===== src/rtl/ahb_pkg.sv =====
// Shared AHB definitions for the response mux and the default slave.
// Holds the HTRANS/HRESP encodings, the data-phase owner enum and the
// default-slave state enum. It also holds the address-phase owner decode.
package ahb_pkg;

    localparam int unsigned DATA_W   = 32;
    localparam int unsigned HTRANS_W = 2;

    localparam logic [HTRANS_W-1:0] HTRANS_IDLE   = 2'b00;
    localparam logic [HTRANS_W-1:0] HTRANS_BUSY   = 2'b01;
    localparam logic [HTRANS_W-1:0] HTRANS_NONSEQ = 2'b10;
    localparam logic [HTRANS_W-1:0] HTRANS_SEQ    = 2'b11;

    localparam logic HRESP_OKAY  = 1'b0;
    localparam logic HRESP_ERROR = 1'b1;

    // Data-phase owner held in sel_q
    typedef enum logic [2:0] {
        SEL_NONE = 3'd0,
        SEL_G    = 3'd1,
        SEL_T    = 3'd2,
        SEL_R    = 3'd3,
        SEL_DEF  = 3'd4
    } sel_e;

    // Default-slave two-cycle ERROR sequencer
    typedef enum logic [1:0] {
        DS_IDLE = 2'd0,
        DS_ERR1 = 2'd1,
        DS_ERR2 = 2'd2
    } ds_state_e;

    // Address-phase owner: G > T > R, otherwise DEF for an active transfer
    function automatic sel_e decode_sel(input logic hsel_g,
                                        input logic hsel_t,
                                        input logic hsel_r,
                                        input logic [HTRANS_W-1:0] htrans);
        sel_e res;
        if (hsel_g)                                              res = SEL_G;
        else if (hsel_t)                                         res = SEL_T;
        else if (hsel_r)                                         res = SEL_R;
        else if (htrans == HTRANS_NONSEQ || htrans == HTRANS_SEQ) res = SEL_DEF;
        else                                                     res = SEL_NONE;
        return res;
    endfunction

endpackage


===== src/rtl/ahb_default_slave.sv =====
// Default (unmapped) slave: answers every transfer it owns with the
// two-cycle AHB ERROR response.
// Ports: HCLK/HRESET (sync active-high), HSEL_DEF (address-phase select of
// the default slave), HREADY_IN (bus HREADY), HREADYOUT/HRESP (data phase).
module ahb_default_slave
    import ahb_pkg::*;
(
    input  logic HCLK,
    input  logic HRESET,
    input  logic HSEL_DEF,
    input  logic HREADY_IN,
    output logic HREADYOUT,
    output logic HRESP
);

    ds_state_e state_q;
    ds_state_e state_d;

    // A new transfer is accepted only on a bus-ready edge
    logic accept;
    assign accept = HSEL_DEF && HREADY_IN;

    // State register
    always_ff @(posedge HCLK) begin
        if (HRESET) state_q <= DS_IDLE;
        else        state_q <= state_d;
    end

    // Next state and data-phase outputs
    always_comb begin
        state_d   = state_q;
        HREADYOUT = 1'b1;
        HRESP     = HRESP_OKAY;
        case (state_q)
            DS_IDLE: begin
                if (accept) state_d = DS_ERR1;
            end
            DS_ERR1: begin
                HREADYOUT = 1'b0;
                HRESP     = HRESP_ERROR;
                state_d   = DS_ERR2;
            end
            DS_ERR2: begin
                HRESP   = HRESP_ERROR;
                // A back-to-back unmapped transfer restarts the sequence
                state_d = accept ? DS_ERR1 : DS_IDLE;
            end
            default: state_d = DS_IDLE;
        endcase
    end

endmodule


===== src/rtl/ahb_resp_mux.sv =====
// AHB-Lite slave response multiplexer for the GPIO, Timer and RCC slaves
// plus a built-in default slave for unmapped addresses.
// Ports: HCLK/HRESET (sync active-high), HSEL_G/T/R + HTRANS (address phase),
// HRDATA_x/HREADYOUT_x/HRESP_x (slave data phase), HRDATA/HREADY/HRESP
// (muxed to the master; HREADY is also the slaves' HREADY input).
module ahb_resp_mux
    import ahb_pkg::*;
#(
    parameter logic [DATA_W-1:0] DEFAULT_RDATA = 32'h0000_0000
) (
    input  logic                HCLK,
    input  logic                HRESET,
    input  logic                HSEL_G,
    input  logic                HSEL_T,
    input  logic                HSEL_R,
    input  logic [HTRANS_W-1:0] HTRANS,
    input  logic [DATA_W-1:0]   HRDATA_G,
    input  logic [DATA_W-1:0]   HRDATA_T,
    input  logic [DATA_W-1:0]   HRDATA_R,
    input  logic                HREADYOUT_G,
    input  logic                HREADYOUT_T,
    input  logic                HREADYOUT_R,
    input  logic                HRESP_G,
    input  logic                HRESP_T,
    input  logic                HRESP_R,
    output logic [DATA_W-1:0]   HRDATA,
    output logic                HREADY,
    output logic                HRESP
);

    sel_e sel_q;
    sel_e sel_d;
    sel_e addr_sel;
    logic def_hreadyout;
    logic def_hresp;

    assign addr_sel = decode_sel(HSEL_G, HSEL_T, HSEL_R, HTRANS);

    // Owner advances only when the current data phase completes
    always_comb begin
        sel_d = sel_q;
        if (HREADY) sel_d = addr_sel;
    end

    always_ff @(posedge HCLK) begin
        if (HRESET) sel_q <= SEL_NONE;
        else        sel_q <= sel_d;
    end

    ahb_default_slave u_default_slave (
        .HCLK      (HCLK),
        .HRESET    (HRESET),
        .HSEL_DEF  (addr_sel == SEL_DEF),
        .HREADY_IN (HREADY),
        .HREADYOUT (def_hreadyout),
        .HRESP     (def_hresp)
    );

    // Response mux, driven only by registered owner and slave outputs
    always_comb begin
        HRDATA = '0;
        HREADY = 1'b1;
        HRESP  = HRESP_OKAY;
        case (sel_q)
            SEL_G: begin
                HRDATA = HRDATA_G;
                HREADY = HREADYOUT_G;
                HRESP  = HRESP_G;
            end
            SEL_T: begin
                HRDATA = HRDATA_T;
                HREADY = HREADYOUT_T;
                HRESP  = HRESP_T;
            end
            SEL_R: begin
                HRDATA = HRDATA_R;
                HREADY = HREADYOUT_R;
                HRESP  = HRESP_R;
            end
            SEL_DEF: begin
                HRDATA = DEFAULT_RDATA;
                HREADY = def_hreadyout;
                HRESP  = def_hresp;
            end
            default: begin
                HRDATA = '0;
                HREADY = 1'b1;
                HRESP  = HRESP_OKAY;
            end
        endcase
    end

endmodule

===== config.mk =====
export PLATFORM = sky130hd
export DESIGN_NAME = ahb_resp_mux
export DESIGN_NICKNAME = d
export VERILOG_FILES = /design/src/rtl/ahb_pkg.sv /design/src/rtl/ahb_default_slave.sv /design/src/rtl/ahb_resp_mux.sv
export SDC_FILE = /design/constraint.sdc
export NUM_CORES = 1
export LEC_CHECK = 0
export CAP_MARGIN = 20
export CORE_MARGIN = 8
export CORE_UTILIZATION = 28
export DETAILED_ROUTE_END_ITERATION = 12
export GPL_ROUTABILITY_DRIVEN = 0
export HOLD_SLACK_MARGIN = 0.08
export PLACE_DENSITY_LB_ADDON = 0.15
export SLEW_MARGIN = 10
export SYNTH_ARGS = -nofsm -noshare
export SYNTH_HDL_FRONTEND = slang
export SYNTH_SLANG_ARGS = --single-unit
export TNS_END_PERCENT = 100

===== constraint.sdc =====
create_clock -name HCLK -period 1.7 [get_ports HCLK]
set_input_delay 0.34 -clock HCLK [delete_from_list [all_inputs] [get_ports HCLK]]
set_output_delay 0.34 -clock HCLK [all_outputs]
set_load 0.02 [all_outputs]

==> results by group, run 1 <==
Outcome
  – Outcome: finished with violations
  – Failing checks: setup timing

Routing
  – WL met3: between 500 and 600 µm
  – Metal2 WL: 4210 µm
  – Final routed DRC violation total: 0
  – Drt pass-1 iters: 4
  – Via density: 5.08
  – Post-Route WL: 7560 µm
  – DRT iter0 DRCs: 61
  – Top Metal Used: met4
  – WL/cell: approximately 20 µm
  – Final ANT Viol Nets: 0
  – Via count: between 1,500 and 2,000
  – Wire length on met1: 2710 µm

GRT
  – Gr ovfl total: 0
  – Largest net degree at the start of global routing: 26
  – First-pass GRT wire length: 10,800 µm
  – Gr usage total: 18.7%
  – Vias in the first global route: 2,078
  – Initial antenna violation count: 0

Floorplanning
  – Die H: approximately 83 µm
  – Die W: 83.2 µm
  – Initial core utilization: 29.0%
  – Die Footprint: 6920 µm²
  – Core outline area: ~4400 µm²
  – I/O pins: 143
  – Standard-cell rows: 24

Placement
  – I/O Buffers: 141
  – Dpl hpwl: 5160 µm
  – Placed insts: around 360
  – Cell Area, Placed: 2870 µm²

STA
  – Worst Tran Pin Value: 335 ps
  – Setup violations, final: 35
  – Minimum clock period: 1900 ps
  – Fin crit share: 112%
  – WHS: 517 ps
  – Final hold violation count: 0
  – Final worst slack: -203 ps
  – Worst rel slew slack: 77.5%
  – RSZ-0062 raised after global routing: true
  – Max-slew violation count: 0
  – Fin Clk Skew: 0.341 ps
  – Max Fclk: 0.525 GHz

Logic synthesis
  – Gate Count Post-Synth: 160
  – Synth cell types: 32
  – Seq cells post-synth: 5
  – Asr flop ratio synth: 0%
  – Syn avg cell area: between 7 and 8 µm²
  – Synthesized cell area: 1260 µm²
  – Ys flop type: dfxtp_1
  – Synth Net Count: ~270
  – Post-synth EDFFs: 0
  – Warnings from Yosys: 0
  – Sequential share of the synthesized area: 7.92%

Setup path
  – Worst reg2reg startpoint: sel_q[0]
  – Nature of the critical path startpoint: flop
  – Worst EP required: between 1000 and 1500 ps
  – Crit path max fanout: 6
  – Crit path from: sel_q[0]
  – Reg2reg end: sel_q[0]
  – Worst Setup EP: HRDATA[9]
  – Critical path class: reg -> out
  – Crit path DAT: approximately 1600 ps
  – Crit end category: output port
  – R2r setup slk: -30 ps
  – Reg2reg path depth: 7

Layout
  – Final Instance Area: 3390 µm²
  – Most frequent cells in the layout: clkdlybuf4s50_1 (107), buf_4 (50), nor2_1 (36)
  – Net count reported at finish: about 440
  – Layout cell share with drive strength beyond 1: 47.1%
  – N_diodes: 0
  – Filler cells: around 300
  – Area grow syn2layout: 168%
  – Fin cells: 381
  – Commonest non-fill, non-tap cell in the layout: clkdlybuf4s50_1

Clock network
  – CTS tree: done
  – Clock latency on the worst-skew pair: 230 ps
  – H-tree levels: 1
  – Root Driver: clkbuf_8
  – CTS Buffer Depth: 2
  – Num CTS Buffers: 3
  – Hold_buf cts: 0
  – Reg clk slew, reported paths: ~40 ps
  – Clock net sink count: 5

Power and ir drop
  – PwrDens: about 600 nW/µm²
  – P_leak: 1.43 nW
  – Peak VDD IR: 0.000321 V

Job
  – Max-cap violations: 0

Min path
  – HP Class: reg -> reg
worst min path at each step:
stage,start,end,cells past startpoint
after floorplan,HRESET,sel_q[1],1
after global placement,u_default_slave.state_q[0],u_default_slave.state_q[0],2
after detailed placement,u_default_slave.state_q[0],u_default_slave.state_q[0],2
after CTS,u_default_slave.state_q[0],u_default_slave.state_q[0],2
after global routing,u_default_slave.state_q[0],u_default_slave.state_q[0],2
final,u_default_slave.state_q[0],u_default_slave.state_q[0],2
through the flow:
| stage | total power, mW | worst slack (ps) | utilization, % | TNS [ps] |
|---|---|---|---|---|
| after CTS | 1.89 | -226 | 73.7 | -6200 |
| after global routing | 2.14 | -249 | 77.9 | -7290 |
| after floorplan | 0.751 | 0.783 | - | 0 |
| after detailed placement | 1.39 | -419 | 65.8 | -13250 |
| after global placement | 1.38 | -425 | 65.8 | -13180 |
| final | 2.04 | -203 | 77.9 | -5510 |
metal layers:
layer	vias to the layer above	track usage (%)
met5	-	0
met4	0	4.95
met3	7	6.25
met2	64	35.6
met1	922	18.8
li1	943	-
report_power, final:
part | internal, mW | leakage, nW | switching, mW
registers | 0.129 | 0.0427 | 0.0255
logic | 0.971 | 1.36 | 0.680
clock network | 0.162 | 0.0228 | 0.0731
total | 1.26 | 1.43 | 0.779
cell usage after synthesis (2+ instances only):
| library cell | count | share of area [%] |
|---|---|---|
| a22oi_1 | 32 | 19 |
| ha_1 | 5 | 5.0 |
| nand2_1 | 4 | 1.2 |
| nor2_1 | 37 | 11 |
| a31oi_1 | 2 | 0.99 |
| clkbuf_1 | 5 | 1.5 |
| dfxtp_1 | 5 | 7.9 |
| nand4bb_1 | 3 | 2.7 |
| mux2_2 | 32 | 29 |
| o21ai_0 | 2 | 0.79 |
| buf_2 | 8 | 3.2 |
| inv_1 | 4 | 1.2 |
| mux2i_1 | 2 | 1.6 |
flip-flops by register name, indices dropped and copies added (netlist names):
signal,cells
sel_q,3
u_default_slave.state_q,2
logic make-up (layout without fill, tap and decap cells):
kind of cell	count (synthesis)	after routing	share of synthesized area [%]
mux	34	34	30.1
flops	5	5	7.92
simple gates	53	53	20.4
fa+ha+maj	5	5	4.95
compound gates	44	44	29.6
buf+inv	19	188	7.03
layout make-up:
cell class,instances,area [µm²],area share (%)
flip-flops and latches,5,108,3.17
clock buffers,4,45.0,1.33
well taps,52,65.1,1.92
inverters,4,15.0,0.443
repair buffers,180,1820,53.6
multi-input cells,136,1340,39.6
critical path, stage by stage, from the launching register on:
cell and delay, ps:
dfxtp_4 400, buf_4 140, buf_12 110, mux2_2 330
a22oi_1 140, nor2_1 60, buf_4 160
repair_timing:
item	in CTS	in global routing
resized for setup	223	23
setup endpoints to repair	34	37
gates cloned	3	4
buffers inserted	4	8
pin swaps	17	15
Note: power is estimated with default switching activity, not from simulation.
==> run 2: changes to the inputs <==
--- a/config.mk
+++ b/config.mk
@@ -6,6 +6,7 @@
 export NUM_CORES = 1
 export LEC_CHECK = 0
 export CAP_MARGIN = 20
+export CORE_ASPECT_RATIO = 1.5
 export CORE_MARGIN = 8
 export CORE_UTILIZATION = 28
 export DETAILED_ROUTE_END_ITERATION = 12
==> results by group, run 2 (synthesis results as in run 1) <==
Outcome
  – Outcome: finished with violations (unchanged)
  – Failing checks: setup timing (unchanged)

Clock network
  – H-tree levels: 1 (unchanged)
  – Reg clk slew, reported paths: 40 ps (about the same)
  – CTS tree: done (unchanged)
  – Num CTS Buffers: 3 (unchanged)
  – Clock latency on the worst-skew pair: 230 ps (about the same)
  – Root Driver: clkbuf_8 (unchanged)
  – CTS Buffer Depth: 2 (unchanged)
  – Clock net sink count: 5 (unchanged)

Setup path
  – Crit end category: output port (unchanged)
  – Crit path DAT: 1500 ps (was 1560 ps)
  – Levels on crit path: 5 (was 6)
  – Worst Setup EP: HRDATA[17] (was HRDATA[9])
  – Worst path max stage delay: 400 ps (about the same)
  – Bufs and invs on worst path: 2 (was 3)
  – Slowest cell on the critical path: dfxtp_4 (unchanged)
  – Nature of the critical path startpoint: flop (unchanged)
  – Critical path class: reg -> out (unchanged)
  – Worst reg2reg startpoint: sel_q[0] (unchanged)
  – R2r setup slk: 80 ps (was -30 ps)
  – Crit path max fanout: 9 (was 6)
  – Reg2reg end: u_default_slave.state_q[1] (was sel_q[0])
  – CP delay by family, top: flip-flops (was buffers and inverters)
  – Crit path from: sel_q[0] (unchanged)
  – Cell breakdown of the critical path: buf_12 -> mux2_2 -> a22oi_1 -> nor2_1 -> buf_4 (was buf_4 -> buf_12 -> mux2_2 -> a22oi_1 -> nor2_1 -> buf_4)
  – Reg2reg path depth: 6 (was 7)
  – Worst EP required: 1360 ps (about the same)

STA
  – Setup violations, final: 33 (was 35)
  – RSZ-0062 raised after global routing: true (unchanged)
  – Minimum clock period: 1840 ps (was 1900 ps)
  – Fin Clk Skew: 2.59 ps (was 0.341 ps)
  – Worst Tran Pin Value: 300 ps (was 335 ps)
  – Worst rel slew slack: 80.0% (was 77.5%)
  – Max Fclk: 0.544 GHz (was 0.525 GHz)
  – Fin crit share: 108% (was 112%)
  – Max-slew violation count: 0 (unchanged)
  – Setup TNS Final: -3080 ps (was -5510 ps)
  – Final worst slack: -137 ps (was -203 ps)
  – Final hold violation count: 0 (unchanged)
  – WHS: 513 ps (was 517 ps)

Layout
  – Net count reported at finish: 432 (was 444)
  – Fin cells: 365 (was 381)
  – Filler cells: 380 (was 305)
  – Area taken by multi-input logic gates: 1260 µm² (was 1340 µm²)
  – Biggest registers after layout: sel_q x3, u_default_slave.state_q x2 (unchanged)
  – Area grow syn2layout: 145% (was 168%)
  – Commonest non-fill, non-tap cell in the layout: clkdlybuf4s50_1 (unchanged)
  – Layout cell share with drive strength beyond 1: 41.6% (was 47.1%)
  – Most frequent cells in the layout: clkdlybuf4s50_1 (106), buf_4 (44), nor2_1 (36) (was clkdlybuf4s50_1 (107), buf_4 (50), nor2_1 (36))
  – N_diodes: 0 (unchanged)
  – Max FFs per register: 3 (unchanged)
  – Biggest register: sel_q (unchanged)
  – Register area: 106 µm² (was 108 µm²)

Routing
  – Via density: 5.14 (was 5.08)
  – Final ANT Viol Nets: 0 (unchanged)
  – Drt pass-1 iters: 4 (unchanged)
  – Metal2 WL: 3800 µm (was 4210 µm)
  – Wire length on met1: 2210 µm (was 2710 µm)
  – WL/cell: 18.3 µm (was 19.9 µm)
  – DRT iter0 DRCs: 50 (was 61)
  – Top Metal Used: met4 (unchanged)
  – WL met3: 576 µm (was 535 µm)
  – Via count: 1,876 (was 1,936)
  – Post-Route WL: 6680 µm (was 7560 µm)
  – Final routed DRC violation total: 0 (unchanged)

Placement
  – I/O Buffers: 141 (unchanged)
  – Dpl hpwl: 5120 µm (was 5160 µm)
  – DP Worst Slack: -443 ps (was -419 ps)
  – Placed insts: 359 (was 361)

Floorplanning
  – Core outline area: 4430 µm² (was 4350 µm²)
  – I/O pins: 143 (unchanged)
  – Die H: 98.3 µm (was 83.2 µm)
  – Initial core utilization: 28.5% (was 29.0%)
  – Die Footprint: 6960 µm² (was 6920 µm²)
  – Standard-cell rows: 30 (was 24)
  – Die W: 70.9 µm (was 83.2 µm)

GRT
  – Initial antenna violation count: 0 (unchanged)
  – Vias in the first global route: 2,148 (was 2,078)
  – Gr ovfl total: 0 (unchanged)
  – First-pass GRT wire length: 10,400 µm (was 10,800 µm)
  – Gr usage total: 18.1% (was 18.7%)
  – Largest net degree at the start of global routing: 33 (was 26)

Min path
  – HP Class: reg -> reg (unchanged)

Power and ir drop
  – P_leak: 1.28 nW (was 1.43 nW)
  – PwrDens: 567 nW/µm² (was 602 nW/µm²)
  – Peak VDD IR: 0.000260 V (was 0.000321 V)

Job
  – Max-cap violations: 0 (unchanged)
-- run 2: cell types whose count changed in the layout (fill, tap and decap cells not counted), sizes merged --
cell           previous run  this run
buf                      69        60
clkbuf                    8         5
clkdlybuf4s50           107       106
dlygate4sd2               0         1
-- run 2: final cells by class --
cell class | count | area share [%]
Timing Repair Buffer | 168 | 51.9
Multi-Input combinational cell | 136 | 40.8
Sequential cell | 5 | 3.44
Tap cell | 48 | 1.94
Clock buffer | 4 | 1.46
Inverter | 4 | 0.485
-- run 2: what timing repair did --
item	4_1_cts	5_1_grt
setup buffers	1	1
hold buffers	0	0
pin swaps	6	2
setup endpoints to repair	34	34
gates resized for setup	171	39
hold endpoints to repair	0	0
gates cloned	1	1
-- run 2: how the worst min path moves through the flow --
stage	end	from	cells after the start	slack, ps
after floorplan	sel_q[1]	HRESET	1	410
after global placement	u_default_slave.state_q[0]	u_default_slave.state_q[0]	2	530
after detailed placement	u_default_slave.state_q[0]	u_default_slave.state_q[0]	2	540
after CTS	u_default_slave.state_q[0]	u_default_slave.state_q[0]	2	520
after global routing	u_default_slave.state_q[0]	u_default_slave.state_q[0]	2	530
final	u_default_slave.state_q[0]	u_default_slave.state_q[0]	2	510
-- run 2: tightest hold or removal path: cells and delay by family (launching register included) --
kind	cells	cell delay, ps
flip-flops	1	330
AND/OR/NAND/NOR	1	80
multiplexers	1	60
-- run 2: metrics by stage --
| step | util [%] | cell area (µm²) | total power [mW] |
|---|---|---|---|
| final | 69.9 | 3090 | 1.76 |
| after detailed placement | 65.5 | 2900 | 1.41 |
| after floorplan | - | 1260 | 0.751 |
| after global routing | 69.9 | 3090 | 1.87 |
| after global placement | 65.5 | 2900 | 1.40 |
| after CTS | 66.6 | 2950 | 1.65 |
-- run 2: report_power, final --
| group | total (mW) | internal, mW | leakage [nW] | switching (mW) |
|---|---|---|---|---|
| Sequential | 0.154 | 0.129 | 0.0422 | 0.0245 |
| Combinational | 1.37 | 0.774 | 1.21 | 0.597 |
| Clock | 0.231 | 0.162 | 0.0228 | 0.0695 |
-- run 2: routing by layer --
metal | track usage (%) | vias up
li1 | - | 913
met1 | 17.2 | 882
met2 | 35.5 | 74
met3 | 6.87 | 7
met4 | 2.74 | 0
met5 | 0 | -
==> run 3: changes to the inputs <==
--- a/config.mk
+++ b/config.mk
@@ -5,10 +5,11 @@
 export SDC_FILE = /design/constraint.sdc
 export NUM_CORES = 1
 export LEC_CHECK = 0
+export ABC_AREA = 1
 export CAP_MARGIN = 20
 export CORE_ASPECT_RATIO = 1.5
 export CORE_MARGIN = 8
-export CORE_UTILIZATION = 28
+export CORE_UTILIZATION = 24
 export DETAILED_ROUTE_END_ITERATION = 12
 export GPL_ROUTABILITY_DRIVEN = 0
 export HOLD_SLACK_MARGIN = 0.08
==> results by group, run 3 <==
Clock network
  – Root Driver: clkbuf_8 (unchanged)
  – H-tree levels: 1 (unchanged)
  – Reg clk slew, reported paths: 30 ps (was 40 ps)
  – Clock net sink count: 5 (unchanged)
  – CTS tree: done (unchanged)
  – Clock latency on the worst-skew pair: 230 ps (about the same)
  – CTS Buffer Depth: 2 (unchanged)
  – Num CTS Buffers: 3 (unchanged)

Layout
  – Most frequent cells in the layout: clkdlybuf4s50_1 (107), nand2_1 (86), buf_6 (37) (was clkdlybuf4s50_1 (106), buf_4 (44), nor2_1 (36))
  – N_diodes: 0 (unchanged)
  – Max FFs per register: 3 (unchanged)
  – Area grow syn2layout: 196% (was 145%)
  – Area taken by multi-input logic gates: 913 µm² (was 1260 µm²)
  – Biggest register: sel_q (unchanged)
  – Filler cells: 337 (was 380)
  – Register area: 111 µm² (was 106 µm²)
  – Biggest registers after layout: sel_q x3, u_default_slave.state_q x2 (unchanged)
  – Net count reported at finish: 464 (was 432)
  – Layout cell share with drive strength beyond 1: 30.9% (was 41.6%)
  – Commonest non-fill, non-tap cell in the layout: clkdlybuf4s50_1 (unchanged)

Setup path
  – Nature of the critical path startpoint: flop (unchanged)
  – Critical path's most frequent cell: buf_6
  – Crit path max fanout: 8 (was 9)
  – Slowest cell on the critical path: dfxtp_2 (was dfxtp_4)
  – Crit end category: output port (unchanged)
  – Worst path max stage delay: 340 ps (was 400 ps)
  – Crit path DAT: 1380 ps (was 1500 ps)
  – Cell breakdown of the critical path: inv_4 -> nand2_4 -> nor2_4 -> buf_6 -> buf_16 -> a22oi_2 -> nand2_1 -> buf_6 (was buf_12 -> mux2_2 -> a22oi_1 -> nor2_1 -> buf_4)
  – Worst EP required: 1360 ps (about the same)
  – Critical path class: reg -> out (unchanged)

Logic synthesis
  – Synthesized cell area: 1000 µm² (was 1260 µm²)
  – Synth area leader: nand2_1 (was mux2_2)
  – Post-synth EDFFs: 0 (unchanged)
  – Synth Net Count: 298 (was 274)
  – Gate Count Post-Synth: 184 (was 160)
  – Sequential share of the synthesized area: 10.0% (was 7.92%)
  – Asr flop ratio synth: 0% (unchanged)
  – Syn avg cell area: 5.44 µm² (was 7.90 µm²)
  – Synth top area share: 33.0% (was 28.5%)
  – Top cells by count, synth: nand2_1 (88), nand3_1 (22), a22oi_1 (16) (was nor2_1 (37), a22oi_1 (32), mux2_2 (32))
  – Ys flop type: dfxtp_1 (unchanged)
  – Synth cell types: 21 (was 32)
  – Seq cells post-synth: 5 (unchanged)
  – Most frequent cell after synthesis: nand2_1 (was nor2_1)
  – Warnings from Yosys: 0 (unchanged)
  – Area contributors post-synth: nand2_1 (33%), a22oi_1 (12%), nand3_1 (11%) (was mux2_2 (29%), a22oi_1 (19%), nor2_1 (11%))

GRT
  – Gr ovfl total: 0 (unchanged)
  – Vias in the first global route: 1,850 (was 2,148)
  – First-pass GRT wire length: 9320 µm (was 10,400 µm)
  – Initial antenna violation count: 0 (unchanged)
  – Gr usage total: 18.4% (was 18.1%)
  – Largest net degree at the start of global routing: 28 (was 33)

STA
  – Fin crit share: 101% (was 108%)
  – Setup TNS Final: -39.8 ps (was -3080 ps)
  – Worst rel slew slack: 78.7% (was 80.0%)
  – Final worst slack: -20.0 ps (was -137 ps)
  – Max Fclk: 0.581 GHz (was 0.544 GHz)
  – Fin Clk Skew: 0.418 ps (was 2.59 ps)
  – Worst Tran Pin Value: 318 ps (was 300 ps)
  – Final hold violation count: 0 (unchanged)
  – Minimum clock period: 1720 ps (was 1840 ps)
  – Setup violations, final: 5 (was 33)
  – RSZ-0062 raised after global routing: true (unchanged)
  – Max-slew violation count: 0 (unchanged)

Routing
  – Drt pass-1 iters: 4 (unchanged)
  – DRT iter0 DRCs: 75 (was 50)
  – Final routed DRC violation total: 0 (unchanged)
  – Via density: 4.81 (was 5.14)
  – Post-Route WL: 6960 µm (was 6680 µm)
  – WL/cell: 17.6 µm (was 18.3 µm)
  – Via count: 1,901 (was 1,876)
  – Final ANT Viol Nets: 0 (unchanged)

Floorplanning
  – I/O pins: 143 (unchanged)
  – Initial core utilization: 24.2% (was 28.5%)
  – Standard-cell rows: 29 (was 30)
  – Die H: 95.1 µm (was 98.3 µm)
  – Die W: 68.7 µm (was 70.9 µm)
  – Die Footprint: 6540 µm² (was 6960 µm²)
  – Core outline area: 4140 µm² (was 4430 µm²)

Outcome
  – Outcome: finished with violations (unchanged)
  – Failing checks: setup timing (unchanged)

Power and ir drop
  – P_leak: 1.34 nW (was 1.28 nW)
  – PwrDens: 1130 nW/µm² (was 567 nW/µm²)
  – Overall Power: 3.34 mW (was 1.76 mW)
  – Peak VDD IR: 0.00110 V (was 0.000260 V)

Placement
  – Dpl hpwl: 5150 µm (was 5120 µm)
  – I/O Buffers: 141 (unchanged)

Min path
  – HP Class: reg -> reg (unchanged)

Job
  – Max-cap violations: 0 (unchanged)
-- run 3: power breakdown --
part | switching (mW) | internal (mW) | total (mW)
combinational | 1.41 | 1.51 | 2.91
sequential | 0.0455 | 0.158 | 0.204
clock | 0.0658 | 0.162 | 0.227
total | 1.52 | 1.83 | 3.34
-- run 3: per-stage QoR --
step | setup slack [ps] | cells | utilization [%] | cell area [µm²] | hold WS [ps]
floorplan | 251 | 184 | - | 1000 | 402
global placement | -380 | 380 | 62.6 | 2590 | 606
detailed placement | -378 | 380 | 62.6 | 2590 | 634
CTS | -50.1 | 390 | 68.3 | 2830 | 635
global route | -81.3 | 395 | 71.6 | 2960 | 642
finish | -20.0 | 395 | 71.6 | 2960 | 627
-- run 3: repair_timing --
item                                    CTS  global route
gates cloned                              2             5
buffers inserted                          4             2
hold buffers                              0             0
endpoints found under the setup margin   34            34
resized for setup                       217            28
pin swaps                                 8            15
hold endpoints to repair                  0             0
-- run 3: layer usage --
metal / GRT usage (%) / vias to the layer above / part of all wire [%] / wire [µm]
li1: - / 942 / - / -
met1: 18.0 / 869 / 33 / 2320
met2: 35.6 / 75 / 55 / 3850
met3: 4.24 / 15 / 8.7 / 607
met4: 6.05 / 0 / 2.6 / 182
met5: 0 / - / 0 / 0
-- run 3: final cells by class --
class / instances / area share, %
Multi-Input combinational cell: 158 / 30.8
Clock buffer: 4 / 1.52
Inverter: 11 / 1.65
Timing Repair Buffer: 171 / 60.3
Tap cell: 46 / 1.94
Sequential cell: 5 / 3.76
-- run 3: final timing paths --
| check | start | end | slack [ps] | cells past startpoint |
|---|---|---|---|---|
| worst max-delay path | sel_q[2] | HRDATA[26] | -20 | 8 |
| worst min-delay path | u_default_slave.state_q[0] | u_default_slave.state_q[0] | 630 | 3 |
| worst max register to register | sel_q[2] | u_default_slave.state_q[1] | 100 | 13 |
| worst min register to register | u_default_slave.state_q[0] | u_default_slave.state_q[0] | 630 | 3 |
-- run 3: logic make-up after synthesis --
group,Yosys count,synth area share (%)
adder cells (fa/ha/maj),5,6.25
buffers and inverters,21,10.2
flip-flops,5,10.0
AO/OA/AOI/OAI,24,16.4
AND/OR/NAND/NOR,129,57.1
-- run 3: worst max-delay path: cells and delay by family (launching register included) --
| kind | cells | cell delay [ps] |
|---|---|---|
| DFF | 1 | 340 |
| AOI/OAI and AO/OA | 1 | 170 |
| buffers and inverters | 4 | 450 |
| and+or+nand+nor | 3 | 180 |
